<file path="config.mk">
export PLATFORM = sky130hd
export DESIGN_NAME = stop_watch_lap_flat
export DESIGN_NICKNAME = d
export VERILOG_FILES = /design/src/rtl/sw_pkg.sv /design/src/rtl/stop_watch_lap_if.sv /design/src/rtl/sw_tick_prescaler.sv /design/src/rtl/stop_watch_lap.sv /design/src/flat_wrapper.sv
export SDC_FILE = /design/constraint.sdc
export NUM_CORES = 1
export LEC_CHECK = 0
export ABC_CLOCK_PERIOD_IN_PS = 3700
export CELL_PAD_IN_SITES_DETAIL_PLACEMENT = 1
export CELL_PAD_IN_SITES_GLOBAL_PLACEMENT = 1
export CORE_UTILIZATION = 35
export CTS_CLUSTER_DIAMETER = 50
export CTS_CLUSTER_SIZE = 28
export DETAILED_ROUTE_END_ITERATION = 10
export GPL_TIMING_DRIVEN = 0
export PLACE_DENSITY_LB_ADDON = 0.1
export SLEW_MARGIN = 20
export SYNTH_ARGS = -nofsm -noshare
export SYNTH_HDL_FRONTEND = slang
export SYNTH_SLANG_ARGS = --single-unit
</file>
<file path="constraint.sdc">
create_clock -name clk -period 3.7 [get_ports clk]
set_input_delay 0.925 -clock clk [delete_from_list [all_inputs] [get_ports clk]]
set_output_delay 0.925 -clock clk [all_outputs]
set_load 0.005 [all_outputs]
</file>
<file path="src/rtl/sw_pkg.sv">
// Shared types and field widths for the stopwatch core and its bus interface.
package sw_pkg;

    localparam int unsigned SEC_W   = 6;
    localparam int unsigned MIN_W   = 6;
    localparam int unsigned HOUR_W  = 4;
    localparam int unsigned SEC_MAX = 59;
    localparam int unsigned MIN_MAX = 59;

    typedef enum logic [1:0] {
        IDLE  = 2'd0,
        RUN   = 2'd1,
        PAUSE = 2'd2,
        DONE  = 2'd3
    } sw_state_e;

    typedef struct packed {
        logic [HOUR_W-1:0] hour;
        logic [MIN_W-1:0]  min;
        logic [SEC_W-1:0]  sec;
    } sw_time_t;

endpackage

</file>
<file path="src/rtl/stop_watch_lap_if.sv">
// Command/preset inputs and display/status outputs of the stopwatch core.
interface stop_watch_lap_if;
    import sw_pkg::*;

    logic              start;
    logic              stop;
    logic              clear;
    logic              lap;
    logic              load;
    logic              mode_down;
    logic [HOUR_W-1:0] load_hour;
    logic [MIN_W-1:0]  load_min;
    logic [SEC_W-1:0]  load_sec;

    logic [HOUR_W-1:0] hour;
    logic [MIN_W-1:0]  min;
    logic [SEC_W-1:0]  sec;
    logic              running;
    logic              lap_hold;
    logic              done;
    logic              rollover;

    modport master (
        output start, stop, clear, lap, load, mode_down, load_hour, load_min, load_sec,
        input  hour, min, sec, running, lap_hold, done, rollover
    );

    modport slave (
        input  start, stop, clear, lap, load, mode_down, load_hour, load_min, load_sec,
        output hour, min, sec, running, lap_hold, done, rollover
    );

endinterface

</file>
<file path="src/rtl/sw_tick_prescaler.sv">
// Divides clk down to a one-second tick; holds its phase while disabled.
module sw_tick_prescaler #(
    parameter int unsigned TICK_DIV = 1,
    parameter int unsigned DIV_W    = 1
) (
    input  logic clk,
    input  logic reset,
    input  logic enable,
    input  logic clear,
    output logic tick
);

    localparam logic [DIV_W-1:0] CNT_LAST = DIV_W'(TICK_DIV - 1);

    logic [DIV_W-1:0] cnt_q;
    logic [DIV_W-1:0] cnt_d;

    always_comb begin
        cnt_d = cnt_q;
        if (clear) begin
            cnt_d = '0;
        end else if (enable) begin
            cnt_d = (cnt_q == CNT_LAST) ? '0 : cnt_q + DIV_W'(1);
        end
    end

    always_ff @(posedge clk or negedge reset) begin
        if (!reset) begin
            cnt_q <= '0;
        end else begin
            cnt_q <= cnt_d;
        end
    end

    assign tick = enable && !clear && (cnt_q == CNT_LAST);

endmodule

</file>
<file path="src/rtl/stop_watch_lap.sv">
// Stopwatch core: run/pause/done FSM, h:m:s up/down counter chain and lap-hold display.
module stop_watch_lap
    import sw_pkg::*;
#(
    parameter int unsigned TICK_DIV = 1,
    parameter int unsigned HOUR_MOD = 12,
    parameter int unsigned DIV_W    = 1
) (
    input  logic             clk,
    input  logic             reset,
    stop_watch_lap_if.slave  sw
);

    localparam logic [SEC_W-1:0]  SEC_LAST  = SEC_W'(SEC_MAX);
    localparam logic [MIN_W-1:0]  MIN_LAST  = MIN_W'(MIN_MAX);
    localparam logic [HOUR_W-1:0] HOUR_LAST = HOUR_W'(HOUR_MOD - 1);

    sw_state_e state_q, state_d;
    sw_time_t  cnt_q, cnt_d;
    sw_time_t  lap_q, lap_d;
    sw_time_t  disp_q, disp_d;
    logic      mode_q, mode_d;
    logic      lap_hold_q, lap_hold_d;
    logic      running_q, running_d;
    logic      done_q, done_d;
    logic      rollover_q, rollover_d;

    logic      tick_c;
    logic      presc_en_c;
    logic      presc_clr_c;
    logic      load_ok_c;
    logic      start_ok_c;
    logic      lap_ok_c;
    sw_time_t  load_time_c;

    function automatic sw_time_t time_inc(input sw_time_t t);
        sw_time_t r;
        r = t;
        if (t.sec != SEC_LAST) begin
            r.sec = t.sec + SEC_W'(1);
        end else begin
            r.sec = '0;
            if (t.min != MIN_LAST) begin
                r.min = t.min + MIN_W'(1);
            end else begin
                r.min  = '0;
                r.hour = (t.hour == HOUR_LAST) ? '0 : t.hour + HOUR_W'(1);
            end
        end
        return r;
    endfunction

    function automatic sw_time_t time_dec(input sw_time_t t);
        sw_time_t r;
        r = t;
        if (t.sec != '0) begin
            r.sec = t.sec - SEC_W'(1);
        end else begin
            r.sec = SEC_LAST;
            if (t.min != '0) begin
                r.min = t.min - MIN_W'(1);
            end else begin
                r.min  = MIN_LAST;
                r.hour = (t.hour == '0) ? HOUR_LAST : t.hour - HOUR_W'(1);
            end
        end
        return r;
    endfunction

    // Command qualification; only the highest-priority applicable command acts.
    assign load_ok_c   = sw.load && (state_q != RUN);
    assign start_ok_c  = sw.start && ((state_q == IDLE) || (state_q == PAUSE))
                         && !(sw.mode_down && (cnt_q == '0));
    assign lap_ok_c    = sw.lap && ((state_q == RUN) || ((state_q == PAUSE) && lap_hold_q));
    assign presc_en_c  = (state_q == RUN) && !sw.clear && !sw.stop;
    assign presc_clr_c = sw.clear || load_ok_c;

    assign load_time_c.hour = (sw.load_hour > HOUR_LAST) ? HOUR_LAST : sw.load_hour;
    assign load_time_c.min  = (sw.load_min  > MIN_LAST)  ? MIN_LAST  : sw.load_min;
    assign load_time_c.sec  = (sw.load_sec  > SEC_LAST)  ? SEC_LAST  : sw.load_sec;

    sw_tick_prescaler #(
        .TICK_DIV (TICK_DIV),
        .DIV_W    (DIV_W)
    ) u_presc (
        .clk    (clk),
        .reset  (reset),
        .enable (presc_en_c),
        .clear  (presc_clr_c),
        .tick   (tick_c)
    );

    always_comb begin
        state_d    = state_q;
        cnt_d      = cnt_q;
        lap_d      = lap_q;
        mode_d     = mode_q;
        lap_hold_d = lap_hold_q;
        done_d     = 1'b0;
        rollover_d = 1'b0;

        if (sw.clear) begin
            cnt_d      = '0;
            lap_hold_d = 1'b0;
            state_d    = IDLE;
        end else if (load_ok_c) begin
            cnt_d   = load_time_c;
            state_d = PAUSE;
        end else if (sw.stop && (state_q == RUN)) begin
            state_d = PAUSE;
        end else begin
            if (start_ok_c) begin
                state_d = RUN;
                mode_d  = sw.mode_down;
            end else if (lap_ok_c) begin
                // Capture uses the pre-tick count.
                lap_hold_d = !lap_hold_q;
                if (!lap_hold_q) begin
                    lap_d = cnt_q;
                end
            end
            if (tick_c) begin
                if (mode_q) begin
                    cnt_d = time_dec(cnt_q);
                    if (cnt_d == '0) begin
                        done_d  = 1'b1;
                        state_d = DONE;
                    end
                end else begin
                    cnt_d = time_inc(cnt_q);
                    rollover_d = (cnt_d == '0);
                end
            end
        end

        disp_d    = lap_hold_d ? lap_d : cnt_d;
        running_d = (state_d == RUN);
    end

    always_ff @(posedge clk or negedge reset) begin
        if (!reset) begin
            state_q    <= IDLE;
            cnt_q      <= '0;
            lap_q      <= '0;
            disp_q     <= '0;
            mode_q     <= 1'b0;
            lap_hold_q <= 1'b0;
            running_q  <= 1'b0;
            done_q     <= 1'b0;
            rollover_q <= 1'b0;
        end else begin
            state_q    <= state_d;
            cnt_q      <= cnt_d;
            lap_q      <= lap_d;
            disp_q     <= disp_d;
            mode_q     <= mode_d;
            lap_hold_q <= lap_hold_d;
            running_q  <= running_d;
            done_q     <= done_d;
            rollover_q <= rollover_d;
        end
    end

    assign sw.hour     = disp_q.hour;
    assign sw.min      = disp_q.min;
    assign sw.sec      = disp_q.sec;
    assign sw.running  = running_q;
    assign sw.lap_hold = lap_hold_q;
    assign sw.done     = done_q;
    assign sw.rollover = rollover_q;

endmodule

</file>
<file path="src/flat_wrapper.sv">
// flat-port wrapper written by rule: the top's interface ports become plain ports
module stop_watch_lap_flat import sw_pkg::*;
#(
    parameter int unsigned TICK_DIV = 1,
    parameter int unsigned HOUR_MOD = 12,
    parameter int unsigned DIV_W    = 1
)
  (clk, reset, sw_start, sw_stop, sw_clear, sw_lap, sw_load, sw_mode_down, sw_load_hour, sw_load_min, sw_load_sec, sw_hour, sw_min, sw_sec, sw_running, sw_lap_hold, sw_done, sw_rollover);
  stop_watch_lap_if sw_i ();
  input  logic clk;
  input  logic reset;
  input wire logic [$bits(sw_i.start)-1:0] sw_start;
  input wire logic [$bits(sw_i.stop)-1:0] sw_stop;
  input wire logic [$bits(sw_i.clear)-1:0] sw_clear;
  input wire logic [$bits(sw_i.lap)-1:0] sw_lap;
  input wire logic [$bits(sw_i.load)-1:0] sw_load;
  input wire logic [$bits(sw_i.mode_down)-1:0] sw_mode_down;
  input wire logic [$bits(sw_i.load_hour)-1:0] sw_load_hour;
  input wire logic [$bits(sw_i.load_min)-1:0] sw_load_min;
  input wire logic [$bits(sw_i.load_sec)-1:0] sw_load_sec;
  output wire logic [$bits(sw_i.hour)-1:0] sw_hour;
  output wire logic [$bits(sw_i.min)-1:0] sw_min;
  output wire logic [$bits(sw_i.sec)-1:0] sw_sec;
  output wire logic [$bits(sw_i.running)-1:0] sw_running;
  output wire logic [$bits(sw_i.lap_hold)-1:0] sw_lap_hold;
  output wire logic [$bits(sw_i.done)-1:0] sw_done;
  output wire logic [$bits(sw_i.rollover)-1:0] sw_rollover;
  assign sw_i.start = sw_start;
  assign sw_i.stop = sw_stop;
  assign sw_i.clear = sw_clear;
  assign sw_i.lap = sw_lap;
  assign sw_i.load = sw_load;
  assign sw_i.mode_down = sw_mode_down;
  assign sw_i.load_hour = sw_load_hour;
  assign sw_i.load_min = sw_load_min;
  assign sw_i.load_sec = sw_load_sec;
  assign sw_hour = sw_i.hour;
  assign sw_min = sw_i.min;
  assign sw_sec = sw_i.sec;
  assign sw_running = sw_i.running;
  assign sw_lap_hold = sw_i.lap_hold;
  assign sw_done = sw_i.done;
  assign sw_rollover = sw_i.rollover;
  stop_watch_lap #(.TICK_DIV(TICK_DIV), .HOUR_MOD(HOUR_MOD), .DIV_W(DIV_W)) u_core (.clk(clk), .reset(reset), .sw(sw_i));
endmodule
</file>
# Word level (Yosys, flattened, before mapping)
# Index checks and enable logic that the tools add are counted.
dict set report classes {
  n_reduce_logical 28
  n_addsub 7
  n_mux 71
  n_eq_ne 7
  bitwise_logic 4
  magnitude_cmp 3
}
# op n
set op_table {}
lappend op_table {{$mux 16} 12}
lappend op_table {{$mux 10} 12}
lappend op_table {{$mux 6} 16}
lappend op_table {{$logic_not 16->1} 3}
lappend op_table {{$mux 4} 5}
lappend op_table {{$mux 1} 19}
lappend op_table {{$mux 2} 7}
lappend op_table {{$add 6x1->6 const B} 2}
lappend op_table {{$gt 6x6->1 const B} 2}
lappend op_table {{$ne 6x6->1 const B} 2}
lappend op_table {{$reduce_bool 6->1} 2}
lappend op_table {{$sub 6x1->6 const B} 2}
lappend op_table {{$logic_and 1x1->1} 11}
lappend op_table {{$logic_not 1->1} 5}
lappend op_table {{$add 4x1->4 const B} 1}
lappend op_table {{$eq 2x1->1 const B} 2}
lappend op_table {{$eq 4x4->1 const B} 1}
lappend op_table {{$gt 4x4->1 const B} 1}
lappend op_table {{$logic_not 4->1} 1}
lappend op_table {{$not 1->1} 4}
lappend op_table {{$reduce_and 4->1} 1}
lappend op_table {{$sub 4x1->4 const B} 1}
lappend op_table {{$logic_or 1x1->1} 3}
lappend op_table {{$eq 2x2->1 const B} 1}
lappend op_table {{other kinds (4)} 4}
dict set report word_totals {
  inputBits 24
  out_inout_bits 20
  ff_bits 56
}

# Longest topological paths before layout
# Gate-level depths: netlist of the first run.
dict set report depth {
  word_depth 18
  mapped_depth 11
  mapped_depth_nobuf 8
}

# Hierarchy
# A second synthesis of the first run with hierarchy kept.
dict set report hier_totals {
  hier_cells 438
  area_unflattened_um2 3829.9
}
# module area_each_um2 instances seq_area_each_um2 cells_each
set modules_own_cells {}
lappend modules_own_cells {stop_watch_lap 3816.2 1 1376.3 437}
lappend modules_own_cells {sw_tick_prescaler 13.8 1 0.0 1}

# Worst setup path after synthesis of the first run
# No wires, ideal clock.
dict set report synth_path {
  kind {input to register}
  startpoint {in sw_clear}
  endpoint {reg u_core.disp_q (netlist bit u_core.sw.hour[0])}
  t_required_ns 3.575
  path_slack_ns 1.204
  cell_stages 5
  n_path_buf 1
  arrival_ns 2.371
  cell_sequence {nor4_4 -> buf_2 -> mux2_2 -> and2_1 -> mux2_4}
}
# element line_no
set synth_rtl {}
lappend synth_rtl {{start: declaration} flat_wrapper.sv:14} ;# input wire logic [$bits(sw_i.clear)-1:0] sw_clear;
lappend synth_rtl {{end signal: assignment} stop_watch_lap.sv:155} ;# disp_q <= disp_d;
lappend synth_rtl {{end: declaration} stop_watch_lap.sv:21} ;# sw_time_t disp_q, disp_d;

# Worst setup path after layout of the first run
dict set report layout_path {
  startpoint {in sw_clear}
  endpoint {reg u_core.running_q, in the netlist u_core.sw.running}
}
dict set report layout_between {
  elab_chain_len 10
  elab_cells_between_ends 12
  cone_classes {eq/ne (1); mux (4); reduce/logical (7)}
}
# element line_no
set layout_rtl {}
lappend layout_rtl {{$logic_not 1->1} stop_watch_lap.sv:75} ;# assign presc_en_c = (state_q == RUN) && !sw.clear && !sw.stop;
lappend layout_rtl {{$logic_and 1x1->1 (2 in a row)} stop_watch_lap.sv:75}
lappend layout_rtl {{$logic_and 1x1->1 (2 in a row)} sw_tick_prescaler.sv:35} ;# assign tick = enable && !clear && (cnt_q == CNT_LAST);
lappend layout_rtl {{$mux 2} stop_watch_lap.sv:122} ;# if (tick_c) begin
lappend layout_rtl {{$mux 2} stop_watch_lap.sv:109} ;# end else if (sw.stop && (state_q == RUN)) begin
lappend layout_rtl {{$mux 2} stop_watch_lap.sv:106} ;# end else if (load_ok_c) begin
lappend layout_rtl {{$mux 2 *} stop_watch_lap.sv:102} ;# if (sw.clear) begin
lappend layout_rtl {{$eq 2x1->1 *} stop_watch_lap.sv:137} ;# running_d = (state_d == RUN);
lappend layout_rtl {{via u_core.running_d} stop_watch_lap.sv:24} ;# logic running_q, running_d;
lappend layout_rtl {{end signal: assignment} stop_watch_lap.sv:158} ;# running_q <= running_d;
lappend layout_rtl {{end: declaration} stop_watch_lap.sv:24}
# The timed path passes the listed nets; every way through them passes the cells marked *.
# A chain may end at the register's enable or synchronous reset.

==> flow_metrics.env, run 1 <==
export IMPL_outcome="finished, final reports clean"
export IMPL_path_clk_slew_ns=0.12
export IMPL_firstDrtPassIters=5
export IMPL_clock_sinks=55
export IMPL_clk_path_buf_depth=2
export IMPL_num_antenna_cells=0
export IMPL_post_cts_resized=0
export IMPL_track_usage_pct=24.58
export IMPL_cts_root_buf="clkbuf_8"
export IMPL_synth_cells=413
export IMPL_n_fill_cell=1222
export IMPL_worstMarginPinSlew_ns=0.7491
export IMPL_r2r_start="u_core.cnt_q[0]"
export IMPL_vias=3534
export IMPL_cts_hold_buf=0
export IMPL_grt_pass1_vias=3648
export IMPL_die_h_um=106.6
export IMPL_postCtsSetupBuffers=0
export IMPL_core_area_um2=10460
export IMPL_synth_top_area_share_pct=35.95
export IMPL_rrSetupSlack_ns=0.65
export IMPL_antenna_left=0
export IMPL_critPathKind="in2reg"
export IMPL_routed_via_density=5.880
export IMPL_fin_crit_sh_pct=84.20
export IMPL_post_route_min_period_ns=3.115
export IMPL_num_io_pins=44
export IMPL_crit_fanout=7
export IMPL_routed_wl_mm=13.08
export IMPL_worstPathRequired_ns=3.94
export IMPL_area_growth_pct=18.66
export IMPL_finalHoldViolCount=0
export IMPL_dp_cells=593
export IMPL_drive_gt1_share_pct=15.05
export IMPL_grt_pass1_wl_mm=21.33
export IMPL_critPathCaptureType="register"
export IMPL_finalWeightedCongestion=0.9063
export IMPL_synth_warnings=0
export IMPL_ys_seq_elements=55
export IMPL_clk_latency_ns=0.33
export IMPL_relSlewSlack_pct=50.06
export IMPL_ir_worst_vdd_mv=0.2810
export IMPL_cts_tree="done"
export IMPL_avgSynthCellArea_um2=9.270
export IMPL_fin_skew_ns=0.01233
export IMPL_nNetsFinal=497
export IMPL_drc=0
export IMPL_synth_nets=446
export IMPL_synth_async_reset_ratio_pct=100.0
export IMPL_finalSetupViolations=0
export IMPL_cts_max_level=2
export IMPL_crit_start="sw_clear"
export IMPL_max_freq_ghz=0.3210
export IMPL_synthFlopType="dfrtp_1"
export IMPL_power_density_nw_per_um2=349.8
export IMPL_critPathLaunchType="input port"
export IMPL_port_buffers=43
export IMPL_drt_first_iter_violations=204
export IMPL_synth_edf_count=0
export IMPL_antenna_found_initial=0
export IMPL_start_util_pct=36.59
export IMPL_hold_class="in2async"
export IMPL_row_count=37
export IMPL_synth_most_common_cell="dfrtp_1"
export IMPL_rr_worst_depth=9
export IMPL_holdWs_ns=0.4007
export IMPL_yosysTopAreaCell="dfrtp_1"
export IMPL_drv_cap=0
export IMPL_r2r_end="u_core.sw.min[4]"
export IMPL_arrival_ns=3.35
export IMPL_p_leak_nw=1.871
export IMPL_grt_max_degree=50
export IMPL_synth_distinct_cells=73
export IMPL_rsz0062_at_grt="no"
export IMPL_synth_seq_area_share_pct=35.95
export IMPL_critPathCapture="u_core.sw.running"
export IMPL_die_area_um2=11360
export IMPL_cts_buffers=5
export IMPL_ys_top_cells_by_area="dfrtp_1 36%, mux2_2 8.5%, a21oi_1 3.5%"
export IMPL_finalMaxSlewViolations=0
export IMPL_ys_top_cells_by_count="55 x dfrtp_1, 33 x nor2_1, 29 x mux2_2, 29 x nand2_1, 27 x a21oi_1"
export IMPL_synth_area_um2=3829
export IMPL_overflow=0
export IMPL_layoutNonFillerInstCount=601
export IMPL_die_x_um=106.6
export IMPL_dpl_hpwl_mm=10.02
export IMPL_post_drt_wl_per_cell_um=21.76
-- power by group --
group	internal, mW	total (mW)	switching (mW)
clock network	0.137	0.365	0.228
logic	0.217	0.519	0.302
registers	0.659	0.704	0.0453
total	1.01	1.59	0.576
-- worst min path at each step --
stage | startpoint | end | slack (ns)
6_report | reset | u_core.sw.rollover | 0.40
3_5_place_dp | u_core.lap_q[1] | u_core.lap_q[1] | 0.48
3_3_place_gp | u_core.lap_q[5] | u_core.lap_q[5] | 0.47
4_1_cts | reset | u_core.sw.rollover | 0.41
2_1_floorplan | u_core.lap_q[0] | u_core.lap_q[0] | 0.47
5_1_grt | reset | u_core.sw.rollover | 0.41
-- routing by layer --
metal  GRT usage [%]  vias up  part of all wire (%)
li1                -     1624                     -
met1           36.80     1787                    49
met2           36.77      104                    44
met3           2.918       19                   4.5
met4           7.534        0                   2.4
met5               0        -                     0
-- critical path, cell delays in order --
cell and delay [ns]:
clkdlybuf4s50_1 0.56, nor4b_4 0.56, and2_1 0.36, nand4_1 0.15, a221oi_1 0.35, nand4b_1 0.23
and3_1 0.22
-- cells in the final DEF (no fill, tap or decap), types with 13 or more instances in the layout --
cell and count:
nor2_1 33, and2_1 13, o21ai_0 18, dfrtp_1 55, inv_1 16, mux2_2 29
a21oi_1 27, clkbuf_1 14, clkdlybuf4s50_1 42, nand2_1 29
-- cells by family (layout without fill, tap and decap cells) --
family	after synthesis	in the layout	synth area share [%]
AOI/OAI and AO/OA	111	111	20.30
xor gates and xnor gates	5	5	1.144
adders and majority gates	9	9	2.941
buffers and inverters	44	96	5.327
DFF	55	55	35.95
muxes	38	38	11.24
and+or+nand+nor	151	151	23.10
-- sequential cells by signal, summed over array words and instances, names as in the netlist --
register and cells:
u_core.sw.rollover 1, u_core.sw.min 6, u_core.state_q 2, u_core.sw.done 1, u_core.cnt_q 16, u_core.mode_q 1, u_core.sw.lap_hold 1, u_core.sw.sec 6
u_core.sw.hour 4, u_core.lap_q 16, u_core.sw.running 1
-- final cells by class --
class                           count  area [um2]  area share [%]
Buffer                             28       143.9           3.167
Tap cell                          136       170.2           3.746
Multi-Input combinational cell    314        2248           49.49
Clock buffer                        6       72.57           1.597
Clock inverter                      2       16.27          0.3580
Timing Repair Buffer               44       455.4           10.02
Sequential cell                    55        1376           30.29
Inverter                           16       60.06           1.322
-- metrics by stage --
stage	total power [mW]	cell area, um2	util [%]	setup TNS [ns]	worst slack [ns]
floorplan	1.019	3829	-	0	1.204
global placement	1.215	4429	42.33	-10.24	-0.1931
global route	1.675	4543	43.42	0	0.3946
detailed placement	1.227	4454	42.57	0	0.2013
finish	1.589	4543	43.42	0	0.5847
CTS	1.596	4543	43.42	0	0.5643
Note: power is estimated with default switching activity, not from simulation.
==> run 2, diff against run 1 <==
--- a/config.mk
+++ b/config.mk
@@ -5,7 +5,7 @@
 export SDC_FILE = /design/constraint.sdc
 export NUM_CORES = 1
 export LEC_CHECK = 0
-export ABC_CLOCK_PERIOD_IN_PS = 3700
+export ABC_CLOCK_PERIOD_IN_PS = 2600
 export CELL_PAD_IN_SITES_DETAIL_PLACEMENT = 1
 export CELL_PAD_IN_SITES_GLOBAL_PLACEMENT = 1
 export CORE_UTILIZATION = 35
==> constraint.sdc (replaced) <==
create_clock -name clk -period 2.6 [get_ports clk]
set_input_delay 0.65 -clock clk [delete_from_list [all_inputs] [get_ports clk]]
set_output_delay 0.65 -clock clk [all_outputs]
set_load 0.005 [all_outputs]
==> run 2 against run 1 <==
Highest routed layer unchanged. Cell count increased by 1.8%. Sequential power grew 43%. Critical path depth is the same. Total power increased by 46%. Register-to-register slack worse by 0.54 ns. Sequential share of layout area fell by 1.3 points. Core utilization is 2.0 points higher. Routed wire length rose by 2.2%. Via count increased by 2.6%. First-iteration DRC count fell by 4.4%.
==> flow_metrics.env, run 2 (same netlist as run 1, synthesis figures left out) <==
export IMPL_slowest_stage="buf_1"
export IMPL_relSlewSlack_pct=53.15
export IMPL_area_growth_pct=24.25
export IMPL_holdWs_ns=0.1338
export IMPL_grtUsageMet2_pct=36.87
export IMPL_fin_setup_tns_ns=0
export IMPL_overflow=0
export IMPL_post_route_min_period_ns=2.546
export IMPL_clk_path_buf_depth=2
export IMPL_core_area_um2=10460
export IMPL_place_area_um2=4454
export IMPL_ir_worst_vdd_mv=0.3965
export IMPL_start_util_pct=36.59
export IMPL_drt_first_iter_violations=195
export IMPL_clock_sinks=55
export IMPL_drive_gt1_share_pct=22.48
export IMPL_drc=0
export IMPL_cts_buffers=5
export IMPL_grt_max_degree=50
export IMPL_critical_path_cell_chain="clkdlybuf4s50_1, and2_1, buf_1, nand2_1, o22ai_1, nor2_1, mux2_2"
export IMPL_globalRouteMet1Util_pct=36.37
export IMPL_die_area_um2=11360
export IMPL_finalMaxSlewViolations=0
export IMPL_fin_skew_ns=0.007421
export IMPL_power_density_nw_per_um2=489.0
export IMPL_row_count=37
export IMPL_post_drt_wl_per_cell_um=21.84
export IMPL_cts_max_level=2
export IMPL_critPathKind="in2reg"
export IMPL_num_antenna_cells=0
export IMPL_hold_class="in2async"
export IMPL_worstPathRequired_ns=2.82
export IMPL_vias=3627
export IMPL_grt_pass1_vias=3725
export IMPL_critPathCaptureType="register"
export IMPL_arrival_ns=2.77
export IMPL_dpl_hpwl_mm=10.02
export IMPL_max_freq_ghz=0.3927
export IMPL_routed_via_density=5.926
export IMPL_critPathLaunchType="input port"
export IMPL_rr_worst_depth=8
export IMPL_clk_latency_ns=0.33
export IMPL_die_h_um=106.6
export IMPL_routed_wl_mm=13.37
export IMPL_finalHoldViolCount=0
export IMPL_track_usage_pct=24.80
export IMPL_crit_fanout=10
export IMPL_worstMarginPinSlew_ns=0.7027
export IMPL_cts_root_buf="clkbuf_8"
export IMPL_port_buffers=43
export IMPL_dp_cells=593
export IMPL_antenna_left=0
export IMPL_antenna_found_initial=0
export IMPL_num_io_pins=44
export IMPL_cts_tree="done"
export IMPL_reg_largest_list="u_core.cnt_q (16), u_core.lap_q (16)"
export IMPL_multi_input_area_um2=2362
export IMPL_slowest_delay_ns=0.54
export IMPL_grt_use_met3_pct=3.222
export IMPL_busiest_layer="met2"
export IMPL_finalWeightedCongestion=0.9063
export IMPL_n_fill_cell=1206
export IMPL_firstDrtPassIters=5
export IMPL_finalSetupViolations=0
export IMPL_die_x_um=106.6
export IMPL_layoutNonFillerInstCount=612
export IMPL_p_leak_nw=1.976
export IMPL_final_area_um2=4757
export IMPL_path_clk_slew_ns=0.11
export IMPL_nNetsFinal=508
export IMPL_fin_crit_sh_pct=97.94
export IMPL_outcome="finished, final reports clean"
export IMPL_final_common_cell="dfrtp_1"
export IMPL_grt_pass1_wl_mm=21.51
export IMPL_mostFrequentLayoutCells="53 x dfrtp_1, 40 x clkdlybuf4s50_1, 32 x nor2_1"
export IMPL_area_sequential_um2=1379
export IMPL_drv_cap=0
run 2: metrics by stage:
step,worst slack [ns],utilization (%),power [mW]
after CTS,0.009017,44.28,2.295
after floorplan,0.2040,-,1.450
final,0.05362,45.47,2.326
after global placement,-1.018,42.33,1.729
after global routing,-0.005917,45.47,2.447
after detailed placement,-0.6237,42.57,1.746
run 2: power by group:
part / internal, mW / switching (mW) / leakage [nW] / total (mW)
clock: 0.195 / 0.322 / 0.0418 / 0.517
sequential: 0.938 / 0.0700 / 0.727 / 1.01
combinational: 0.348 / 0.453 / 1.21 / 0.801
total: 1.48 / 0.845 / 1.98 / 2.33
run 2: worst max-delay path: cells and delay by family:
kind | cells | cell delay, ns
AND/OR/NAND/NOR | 3 | 0.48
multiplexers | 1 | 0.29
buffers and inverters | 2 | 1.06
AO/OA/AOI/OAI | 1 | 0.26
run 2: worst paths after layout:
check,startpoint,endpoint,slack [ns]
worst min-delay path,reset,u_core.sw.rollover,0.13
worst min register to register,u_core.lap_q[7],u_core.lap_q[7],0.50
worst max-delay path,sw_load,u_core.sw.sec[1],0.05
min in group clk,u_core.lap_q[7],u_core.lap_q[7],0.50
max in group asynchronous,reset,u_core.cnt_q[7],1.98
worst max register to register,u_core.cnt_q[1],u_core.sw.hour[0],0.11
run 2: metal layers:
metal	wire [um]	up-vias
li1	-	1654
met1	6394	1830
met2	5896	120
met3	669	23
met4	405	0
met5	0	-
run 2: area by class of cell:
class	count	area share (%)
sequential	55	28.98
tap	136	3.577
clock buffer	6	1.526
timing repair buffer	56	11.57
buffer	27	3.077
clock inverter	2	0.3419
inverter	16	1.262
multi-input combinational	314	49.66
run 2: timing repair:
| action | in CTS | in global routing |
|---|---|---|
| pin swaps | 5 | 4 |
| setup endpoints to repair | 29 | 20 |
| setup buffers | 4 | 8 |
| cloned | 0 | 0 |
| hold buffers | 0 | 0 |
| gates resized for setup | 17 | 21 |
==> run 3, diff against run 2 <==
--- a/config.mk
+++ b/config.mk
@@ -5,7 +5,7 @@
 export SDC_FILE = /design/constraint.sdc
 export NUM_CORES = 1
 export LEC_CHECK = 0
-export ABC_CLOCK_PERIOD_IN_PS = 2600
+export ABC_CLOCK_PERIOD_IN_PS = 2990
 export CELL_PAD_IN_SITES_DETAIL_PLACEMENT = 1
 export CELL_PAD_IN_SITES_GLOBAL_PLACEMENT = 1
 export CORE_UTILIZATION = 35
==> constraint.sdc (replaced) <==
create_clock -name clk -period 2.99 [get_ports clk]
set_input_delay 0.7475 -clock clk [delete_from_list [all_inputs] [get_ports clk]]
set_output_delay 0.7475 -clock clk [all_outputs]
set_load 0.005 [all_outputs]
==> run 3 against run 2 <==
Routed wire length fell by 1.9%. Clock power is 12% lower. Total power fell by 15%. Non-clock buffer count decreased by 10. Global-route usage shrank 0.24 points. Die area unchanged. Cell area fell by 3.7%. Sequential cell count stayed put. Clock-buffer cell count did not move. Critical path type unchanged. Highest routed layer unchanged.
==> flow_metrics.env, run 3 (same netlist as run 1, synthesis figures left out) <==
export IMPL_final_area_um2=4583
export IMPL_clk_path_buf_depth=2
export IMPL_nNetsFinal=498
export IMPL_cts_buffers=5
export IMPL_place_area_um2=4454
export IMPL_fin_util_pct=43.81
export IMPL_antenna_found_initial=0
export IMPL_relSlewSlack_pct=55.16
export IMPL_grt_max_degree=50
export IMPL_num_io_pins=44
export IMPL_p_leak_nw=1.881
export IMPL_finalMaxSlewViolations=0
export IMPL_post_drt_wl_per_cell_um=21.79
export IMPL_clk_latency_ns=0.33
export IMPL_worstMarginPinSlew_ns=0.6726
export IMPL_fin_ws_ns=0.1469
export IMPL_place_ws_ns=-0.3312
export IMPL_routed_via_density=5.909
export IMPL_row_count=37
export IMPL_post_route_min_period_ns=2.843
export IMPL_area_sequential_um2=1376
export IMPL_start_util_pct=36.59
export IMPL_finalWeightedCongestion=0.9063
export IMPL_drive_gt1_share_pct=16.52
export IMPL_port_buffers=43
export IMPL_final_common_cell="dfrtp_1"
export IMPL_antenna_left=0
export IMPL_mostFrequentLayoutCells="55 x dfrtp_1, 42 x clkdlybuf4s50_1, 32 x nor2_1"
export IMPL_critPathCaptureType="register"
export IMPL_rsz0062_at_grt="no"
export IMPL_path_clk_slew_ns=0.12
export IMPL_multi_input_area_um2=2278
export IMPL_fin_setup_tns_ns=0
export IMPL_globalRouteMet1Util_pct=36.76
export IMPL_routed_wl_mm=13.12
export IMPL_cts_hold_buf=0
export IMPL_drv_cap=0
export IMPL_area_growth_pct=19.71
export IMPL_cts_max_level=2
export IMPL_num_antenna_cells=0
export IMPL_die_area_um2=11360
export IMPL_grtUsageMet2_pct=36.82
export IMPL_firstDrtPassIters=5
export IMPL_dpl_hpwl_mm=10.02
export IMPL_track_usage_pct=24.57
export IMPL_critPathLaunchType="input port"
export IMPL_die_h_um=106.6
export IMPL_worstPathRequired_ns=3.21
export IMPL_fin_skew_ns=0.01036
export IMPL_clock_sinks=55
export IMPL_core_area_um2=10460
export IMPL_grt_pass1_wl_mm=21.32
export IMPL_cts_tree="done"
export IMPL_max_freq_ghz=0.3517
export IMPL_power_density_nw_per_um2=431.2
export IMPL_arrival_ns=3.06
export IMPL_hold_class="in2async"
export IMPL_n_fill_cell=1221
export IMPL_grt_pass1_vias=3648
export IMPL_reg_largest_list="u_core.cnt_q (16), u_core.lap_q (16)"
export IMPL_finalSetupViolations=0
export IMPL_crit_fanout=10
export IMPL_vias=3557
export IMPL_cts_root_buf="clkbuf_8"
export IMPL_drt_first_iter_violations=209
export IMPL_drc=0
export IMPL_overflow=0
export IMPL_outcome="finished, final reports clean"
export IMPL_finalHoldViolCount=0
export IMPL_die_x_um=106.6
export IMPL_grt_use_met3_pct=2.918
export IMPL_ir_worst_vdd_mv=0.3480
export IMPL_critPathKind="in2reg"
export IMPL_fin_crit_sh_pct=95.09
export IMPL_busiest_layer="met2"
run 3: path summary, 6_finish.rpt:
check | from | end | slack, ns | cells past startpoint
worst max register to register | u_core.cnt_q[0] | u_core.sw.hour[0] | 0.21 | 9
worst max-delay path | sw_stop | u_core.sw.min[4] | 0.15 | 6
worst min-delay path | reset | u_core.sw.rollover | 0.22 | 1
max in group asynchronous | reset | u_core.cnt_q[12] | 2.28 | 2
min in group clk | u_core.lap_q[1] | u_core.lap_q[1] | 0.50 | 1
worst min register to register | u_core.lap_q[1] | u_core.lap_q[1] | 0.50 | 1
run 3: area by class of cell:
type / instances / share of cell area [%]
Inverter: 16 / 1.310
Sequential cell: 55 / 30.03
Buffer: 28 / 3.194
Multi-Input combinational cell: 314 / 49.71
Clock buffer: 6 / 1.583
Clock inverter: 2 / 0.3549
Timing Repair Buffer: 45 / 10.10
Tap cell: 136 / 3.713
run 3: what timing repair did:
| item | in CTS | in global routing |
|---|---|---|
| endpoints found under the setup margin | 3 | 18 |
| resized for setup | 1 | 9 |
| setup buffers | 0 | 1 |
| endpoints found under the hold margin | 0 | 0 |
| pin swaps | 1 | 2 |
run 3: per-layer routing:
| layer | up-vias | wire, um |
|---|---|---|
| met4 | 0 | 286 |
| met5 | - | 0 |
| met3 | 18 | 523 |
| met1 | 1817 | 6483 |
| li1 | 1627 | - |
| met2 | 95 | 5822 |
run 3: critical path, cell delays in order:
cell,delay (ns)
clkdlybuf4s50_1,0.53
nor4_4,0.60
buf_2,0.38
mux2_2,0.38
and2_1,0.16
mux2_2,0.26
run 3: stage by stage:
step           total power, mW  hold slack [ns]  instances
2_1_floorplan            1.261           0.4519        413
3_3_place_gp             1.503           0.4748        592
3_5_place_dp             1.519           0.4804        593
4_1_cts                  1.976           0.2337        601
5_1_grt                  2.084           0.2277        602
6_report                 1.976           0.2237        602
run 3: where the power goes:
group / internal, mW / total (mW) / switching (mW) / leakage (nW)
Combinational: 0.274 / 0.653 / 0.379 / 1.11
Sequential: 0.815 / 0.871 / 0.0554 / 0.730
Clock: 0.170 / 0.453 / 0.283 / 0.0418
Total: 1.26 / 1.98 / 0.717 / 1.88
